[config.mk]
export PLATFORM = sky130hd
export DESIGN_NAME = regfile_read_arbiter
export DESIGN_NICKNAME = d
export VERILOG_FILES = /design/src/rtl/rfarb_pkg.sv /design/src/rtl/rr_arbiter.sv /design/src/rtl/regfile_read_arbiter.sv
export SDC_FILE = /design/constraint.sdc
export NUM_CORES = 1
export LEC_CHECK = 0
export ABC_AREA = 1
export BUFFER_PORTS_ARGS = -buffer_cell sky130_fd_sc_hd__buf_4
export CAP_MARGIN = 20
export CORE_MARGIN = 3
export CORE_UTILIZATION = 47
export DETAILED_ROUTE_END_ITERATION = 6
export PLACE_DENSITY = 0.8
export SLEW_MARGIN = 0
export SYNTH_ARGS = -nofsm -noshare
export SYNTH_HDL_FRONTEND = slang
export SYNTH_SLANG_ARGS = --single-unit
[constraint.sdc]
create_clock -name clock -period 3 [get_ports clock]
set_clock_uncertainty 0.2 [all_clocks]
set_input_delay 0.15 -clock clock [delete_from_list [all_inputs] [get_ports clock]]
set_output_delay 0.15 -clock clock [all_outputs]
set_load 0.005 [all_outputs]
[src/rtl/rfarb_pkg.sv]
// rtl/rfarb_pkg.sv - shared types and default widths for the register-file read arbiter
package rfarb_pkg;

    localparam int RF_ADDR_W = 5;
    localparam int RF_DATA_W = 32;

    typedef enum logic [1:0] {
        IDLE = 2'd0,
        READ = 2'd1,
        RESP = 2'd2
    } state_e;

endpackage

[src/rtl/rr_arbiter.sv]
// rtl/rr_arbiter.sv - combinational round-robin arbiter, scans from last+1 upward modulo NUM_REQ
module rr_arbiter #(
    parameter int NUM_REQ = 4,
    parameter int IDX_W   = $clog2(NUM_REQ)
) (
    input  logic [NUM_REQ-1:0] req,
    input  logic [IDX_W-1:0]   last,
    output logic [NUM_REQ-1:0] grant,
    output logic [IDX_W-1:0]   grant_idx,
    output logic               grant_valid
);

    logic [IDX_W-1:0] pos;

    always_comb begin
        grant       = '0;
        grant_idx   = '0;
        grant_valid = 1'b0;
        pos         = '0;
        for (int k = 1; k <= NUM_REQ; k++) begin
            pos = IDX_W'((32'(last) + k) % NUM_REQ);
            if (!grant_valid && req[pos]) begin
                grant_valid = 1'b1;
                grant[pos]  = 1'b1;
                grant_idx   = pos;
            end
        end
    end

endmodule

[src/rtl/regfile_read_arbiter.sv]
// rtl/regfile_read_arbiter.sv - shares one reg-file read port among NUM_REQ requesters
// Optional write-port bypass into the captured data: RFARB_WR_BYPASS_EN
module regfile_read_arbiter
    import rfarb_pkg::*;
#(
    parameter int NUM_REQ = 4,
    parameter int ADDR_W  = RF_ADDR_W,
    parameter int DATA_W  = RF_DATA_W
) (
    input  logic                      clock,
    input  logic                      reset_n,
    input  logic [NUM_REQ-1:0]        req_valid,
    input  logic [NUM_REQ*ADDR_W-1:0] req_addr,
    output logic [NUM_REQ-1:0]        req_ready,
    output logic [ADDR_W-1:0]         rf_sel,
    input  logic [DATA_W-1:0]         rf_data,
`ifdef RFARB_WR_BYPASS_EN
    input  logic                      wr_en,
    input  logic [ADDR_W-1:0]         wr_addr,
    input  logic [DATA_W-1:0]         wr_data,
`endif
    output logic [NUM_REQ-1:0]        rsp_valid,
    output logic [DATA_W-1:0]         rsp_data,
    input  logic [NUM_REQ-1:0]        rsp_ready,
    output logic                      busy
);

    localparam int IDX_W = $clog2(NUM_REQ);

    state_e             state_q, state_d;
    logic [ADDR_W-1:0]  sel_q;
    logic [IDX_W-1:0]   gnt_q;
    logic [IDX_W-1:0]   last_q;
    logic [DATA_W-1:0]  data_q;
    logic [DATA_W-1:0]  rd_data;
    logic               wr_hit;

    logic [NUM_REQ-1:0] arb_grant;
    logic [IDX_W-1:0]   arb_idx;
    logic               arb_any;
    logic               arb_en;
    logic               accept;

    rr_arbiter #(
        .NUM_REQ (NUM_REQ),
        .IDX_W   (IDX_W)
    ) u_rr_arbiter (
        .req         (req_valid),
        .last        (last_q),
        .grant       (arb_grant),
        .grant_idx   (arb_idx),
        .grant_valid (arb_any)
    );

`ifdef RFARB_WR_BYPASS_EN
    assign wr_hit  = wr_en && (wr_addr == sel_q) && (sel_q != '0);
    assign rd_data = wr_hit ? wr_data : rf_data;
`else
    assign wr_hit  = 1'b0;
    assign rd_data = rf_data;
`endif

    // Only the granted requester's rsp_ready can open the arbitration window in RESP.
    assign arb_en = reset_n && ((state_q == IDLE) ||
                               ((state_q == RESP) && rsp_ready[gnt_q]));
    assign accept = arb_en && arb_any;

    always_comb begin
        state_d   = state_q;
        req_ready = '0;
        rsp_valid = '0;
        if (arb_en) begin
            req_ready = arb_grant;
        end
        case (state_q)
            IDLE: if (accept) state_d = READ;
            READ: state_d = RESP;
            RESP: begin
                rsp_valid[gnt_q] = 1'b1;
                if (rsp_ready[gnt_q]) state_d = accept ? READ : IDLE;
            end
            default: state_d = IDLE;
        endcase
    end

    always_ff @(posedge clock) begin
        if (!reset_n) begin
            state_q <= IDLE;
            sel_q   <= '0;
            gnt_q   <= '0;
            last_q  <= IDX_W'(NUM_REQ - 1);
            data_q  <= '0;
        end else begin
            state_q <= state_d;
            if (accept) begin
                sel_q  <= req_addr[arb_idx*ADDR_W +: ADDR_W];
                gnt_q  <= arb_idx;
                last_q <= arb_idx;
            end
            if (state_q == READ) begin
                data_q <= rd_data;
            end else if ((state_q == RESP) && wr_hit) begin
                data_q <= rd_data;
            end
        end
    end

    assign rf_sel   = sel_q;
    assign rsp_data = data_q;
    assign busy     = (state_q != IDLE);

endmodule
Word-level counts from Yosys, hierarchy flattened:

Index checks and enable logic that the tools add are counted.

* $lt $le $gt $ge: 10
* reductions and logical operators: 18
* multipliers: 1
* multiplexer cells: 38
* $add $sub $neg: 4
* shift-type cells: 1
* bitwise operators: 3
* equality and inequality tests: 4

Operators with widths (number)
* $mux W4: 6
* $shiftx A20 B6 Y5: 1
* $lt A2 B3 Y1 const B: 5
* $mux W1: 15
* $mux W2: 6
* $or A4 B4 Y4: 3
* $logic_and A1 B1 Y1: 11
* $bmux W1 S2: 5
* $demux W1 S2: 5
* $ge A2 B1 Y1 const B: 5
* $pmux W2 S3: 1
* $mul A2 B3 Y5 const B: 1
* $add A2 B1 Y2 const B: 2
* $add A2 B2 Y2 const B: 2
* $logic_not A1 Y1: 3
* $eq A2 B1 Y1 const B: 1
* $eq A2 B2 Y1 const B: 1
* $logic_not A2 Y1: 1
* $ne A2 B1 Y1 const B: 1
* $ne A2 B2 Y1 const B: 1
* $reduce_and A2 Y1: 1
* $reduce_bool A2 Y1: 1
* $logic_or A1 B1 Y1: 1

* word-level logic and storage cells: 84
* output and inout port bits: 46
* input port bits: 62
* flip-flop bits (word level): 43

Longest topological paths before layout:

* depth in word-level cells: 17
* gate-level depth with buffers: 18
* depth with buffers taken out: 15

Hierarchy:

From an unflattened synthesis, not the netlist that was laid out.

* cell total of the unflattened synthesis: 333
* area, all modules: 2307.2 µm²

By module, submodules not included
* regfile_read_arbiter: cells each 252, area each 1771.7 µm², sequential area each 860.8 µm², times used 1
* rr_arbiter: cells each 81, area each 535.5 µm², sequential area each 0.0 µm², times used 1

Worst setup path after synthesis:

OpenSTA, ideal clock, no wires.

* path kind: reg2out
* from: reg last_q[0]
* to: out req_ready[3]
* data arrival time: 2.081 ns
* stages on the path, launching flop included: 14
* path slack: 0.569 ns
* required time: 2.650 ns
* buffers on the path: 2
* cells stage by stage: dfxtp_1 -> buf_6 -> inv_4 -> buf_6 -> ha_1 -> inv_1 -> nand2_1 -> nand2_4 -> inv_4 -> nand3_4 -> or2_2 -> o221ai_1 -> nand2_1 -> inv_1

* cells in the longest elaborated chain, start to end: 14
* elaborated cells between the ends (all ways): 49
* those cells by class: add/sub (4); order compare (8); mux (24); bitwise (3); reduce/logical (10)

Ends and longest elaborated chain
* start, declared: RTL line regfile_read_arbiter.sv:33 `logic [IDX_W-1:0] last_q;`
* start signal, assigned: RTL line regfile_read_arbiter.sv:91 `last_q <= IDX_W'(NUM_REQ - 1);`
* start signal, assigned: RTL line regfile_read_arbiter.sv:98 `last_q <= arb_idx;`
* branches (longest 12 deep; another with $lt A2 B3 Y1)
* $mux W4 *: RTL line rr_arbiter.sv:22 `if (!grant_valid && req[pos]) begin`
* $mux W4 *: RTL line regfile_read_arbiter.sv:72 `if (arb_en) begin`
* end, declared: RTL line regfile_read_arbiter.sv:14 `output logic [NUM_REQ-1:0] req_ready,`

Every way passes the cells marked *. The select of a mux whose other input is x is not followed.

Worst setup path in the final report:

* from: reg last_q[1]
* to: out req_ready[3]

Same word-level chain as after synthesis.

==> run metrics <==
status complete, no violations; Iteration-0 DRC Markers ~130; GRT Resource Usage Total approximately 24%; CTS Root Cell clkbuf_8; Max VDD drop 0.0005079 V; CP Cell Sequence inv_2, ha_2, inv_1, nand2_1, nand2_4, inv_4, nand3_4, or2_2, o221ai_1, nand2_1, inv_1, buf_4; PwrDens 944.2 mW/mm^2; Reg power frac 28.0%; Rel. slew slack 33.12%; crit end category primary output; GPL Wtd Cong about 1; crit path time final 2.774 ns; FP Rows 25; endpoints failing setup 0; Final HPWL DP about 4600 um; fraction of layout cells with a size suffix above 1 28.51%; WL per Instance 13.08 um; vias per cell 4.927; critical path's slowest cell ha_2; Synth top area share 36.62%; Mapped Cells 350; Max-cap violations 0; Post-Syn Area 0.002351 mm^2; critical path type reg -> out; Mean Syn Cell Area 6.717 um^2; initial antenna violation count 0; Remaining DRCs 0; Num Clock Sinks 43; I/O Buffers 107; crit path launch type flop; vias in the first global route about 2600; Mapped Nets 420; cells taking the most area after synthesis dfxtp_1, nor2_1, nand2_1; Post-CTS Setup Bufs 0; first-pass GRT wire length 11720 um; Critical Path Fanout Max 9; nets 554; CTS tree done; final std cells w/o fill approximately 550; TNS Setup 0 ns; ANT cells 0; Comb pwr share roughly 61%; post-synthesis sequential area ratio 36.62%; Least-Margin Pin Slew 1.002 ns; leakage roughly 1.9 nW; Slew Limit Fails 0; Seq cells post-synth 43; Worst Hold Class in -> reg; Initial Utilization approximately 50%; area delta synth->final 52.37%; Final Total Pwr 3.382 mW; num ports about 110; die width 76.73 um; H-Tree Depth 2; Num CTS Buffers 5; Switching Share 46.19%; Die ar. 0.005887 mm^2; final number of hold-violating endpoints 0; FMAX ~360 MHz; largest area contributor in the netlist dfxtp_1; required time worst endpoint ~2.7 ns; Vias 2715; clock-pin slew on the worst setup and hold paths roughly 0.07 ns; DR pass1 iterations 5; Max Root-Sink Buffers 2; Final Util 74.85%; dpl cells 512; synth warn 0; Routed WL 7209 um; Crit path arrival time 2.42 ns; Final period util ~90%; WHS 0.02451 ns; Max stage delay on crit path between 0.4 and 0.5 ns; later-pin clock latency in the skew report 0.28 ns; gr ovfl total 0; reg2reg setup slack roughly 0.53 ns; RSZ-0062 raised after global routing no; largest net degree at the start of global routing 37; CORE AREA 0.004786 mm^2; Clock power frac 10.6%; Die H 76.73 um; Netlist cell types 29; antenna viol nets, final 0; Internal 1.820 mW; switching power 1.562 mW; commonest non-fill, non-tap cells in the layout buf_4, nor2_1, nand2_1; commonest non-fill, non-tap cell in the layout buf_4
## cells by family after synthesis
family          synth area share (%)
compound gates                 12.93
flops                          36.62
buf+inv                        10.32
fa+ha+maj                      4.258
simple gates                   35.87
## Yosys cell counts (all sizes together)
cell type,count
dfxtp,43
clkinv,1
o211ai,2
clkbuf,8
nor3b,3
nand3,24
o21ai,40
nor2,87
ha,8
o221ai,1
buf,6
nand4,1
or2,1
a31oi,1
nor3,5
a21boi,1
a22oi,2
a21oi,9
inv,40
nand2,67
## registers in the layout, summed over array words and instances, names as in the netlist
name,count
rsp_data,32
rf_sel,5
gnt_q,2
last_q,2
state_q,2
## metal layers
layer | share of wire (%) | vias to the layer above | routed length [um] | track usage, %
li1 | - | 1371 | - | -
met1 | 43 | 1209 | 3066 | 27.41
met2 | 47 | 117 | 3418 | 41.90
met3 | 7.5 | 18 | 543 | 6.925
met4 | 2.5 | 0 | 180 | 9.964
met5 | 0 | - | 0 | 0
## worst paths after layout
path                                                from                        to  cells after the start
worst max-delay path              last_q[1]$_SDFFE_PN1P_              req_ready[3]                     12
worst min-delay path                        req_addr[11]    rf_sel[1]$_SDFFE_PN0P_                      4
worst max register to register    last_q[1]$_SDFFE_PN1P_    rf_sel[4]$_SDFFE_PN0P_                     13
worst min register to register  rsp_data[8]$_SDFFE_PN0N_  rsp_data[8]$_SDFFE_PN0N_                      2
## through the flow
step                      instance area (um^2)  worst slack (ns)
after floorplan                           2351            0.5691
after global placement                    3171            0.4211
after detailed placement                  3171            0.3370
after CTS                                 3578         0.0002978
after global routing                      3582           0.04575
final                                     3582            0.2259
## critical path, delay by kind of cell, from the launching register on
family,cells,cell delay (ns)
and+or+nand+nor,5,0.71
buffers and inverters,5,0.44
adders and majority gates,1,0.41
DFF,1,0.39
AOI/OAI and AO/OA,1,0.18
## power groups by stage
| stage | clock network (mW) | registers, mW | logic [mW] |
|---|---|---|---|
| 3_3_place_gp | 0 | 0.928 | 1.96 |
| 6_report | 0.359 | 0.947 | 2.08 |
| 3_5_place_dp | 0 | 0.934 | 2.00 |
| 2_1_floorplan | 0 | 0.939 | 1.38 |
| 4_1_cts | 0.375 | 0.928 | 2.04 |
| 5_1_grt | 0.403 | 0.971 | 2.31 |
## area by class of cell
class | count | area [um^2]
fillers | 367 | 1204
clock buffers | 6 | 82.58
flip-flops and latches | 43 | 862.1
multi-input cells | 252 | 1250
repair buffers | 141 | 1139
well taps | 67 | 83.83
inverters | 41 | 160.2
clock inverters | 1 | 5.005
## what timing repair did
action,in CTS,in global routing
hold buffers,32,0
setup endpoints to repair,0,4
hold endpoints to repair,32,0
gates resized for setup,0,3
(Power assumes the default switching activity.)
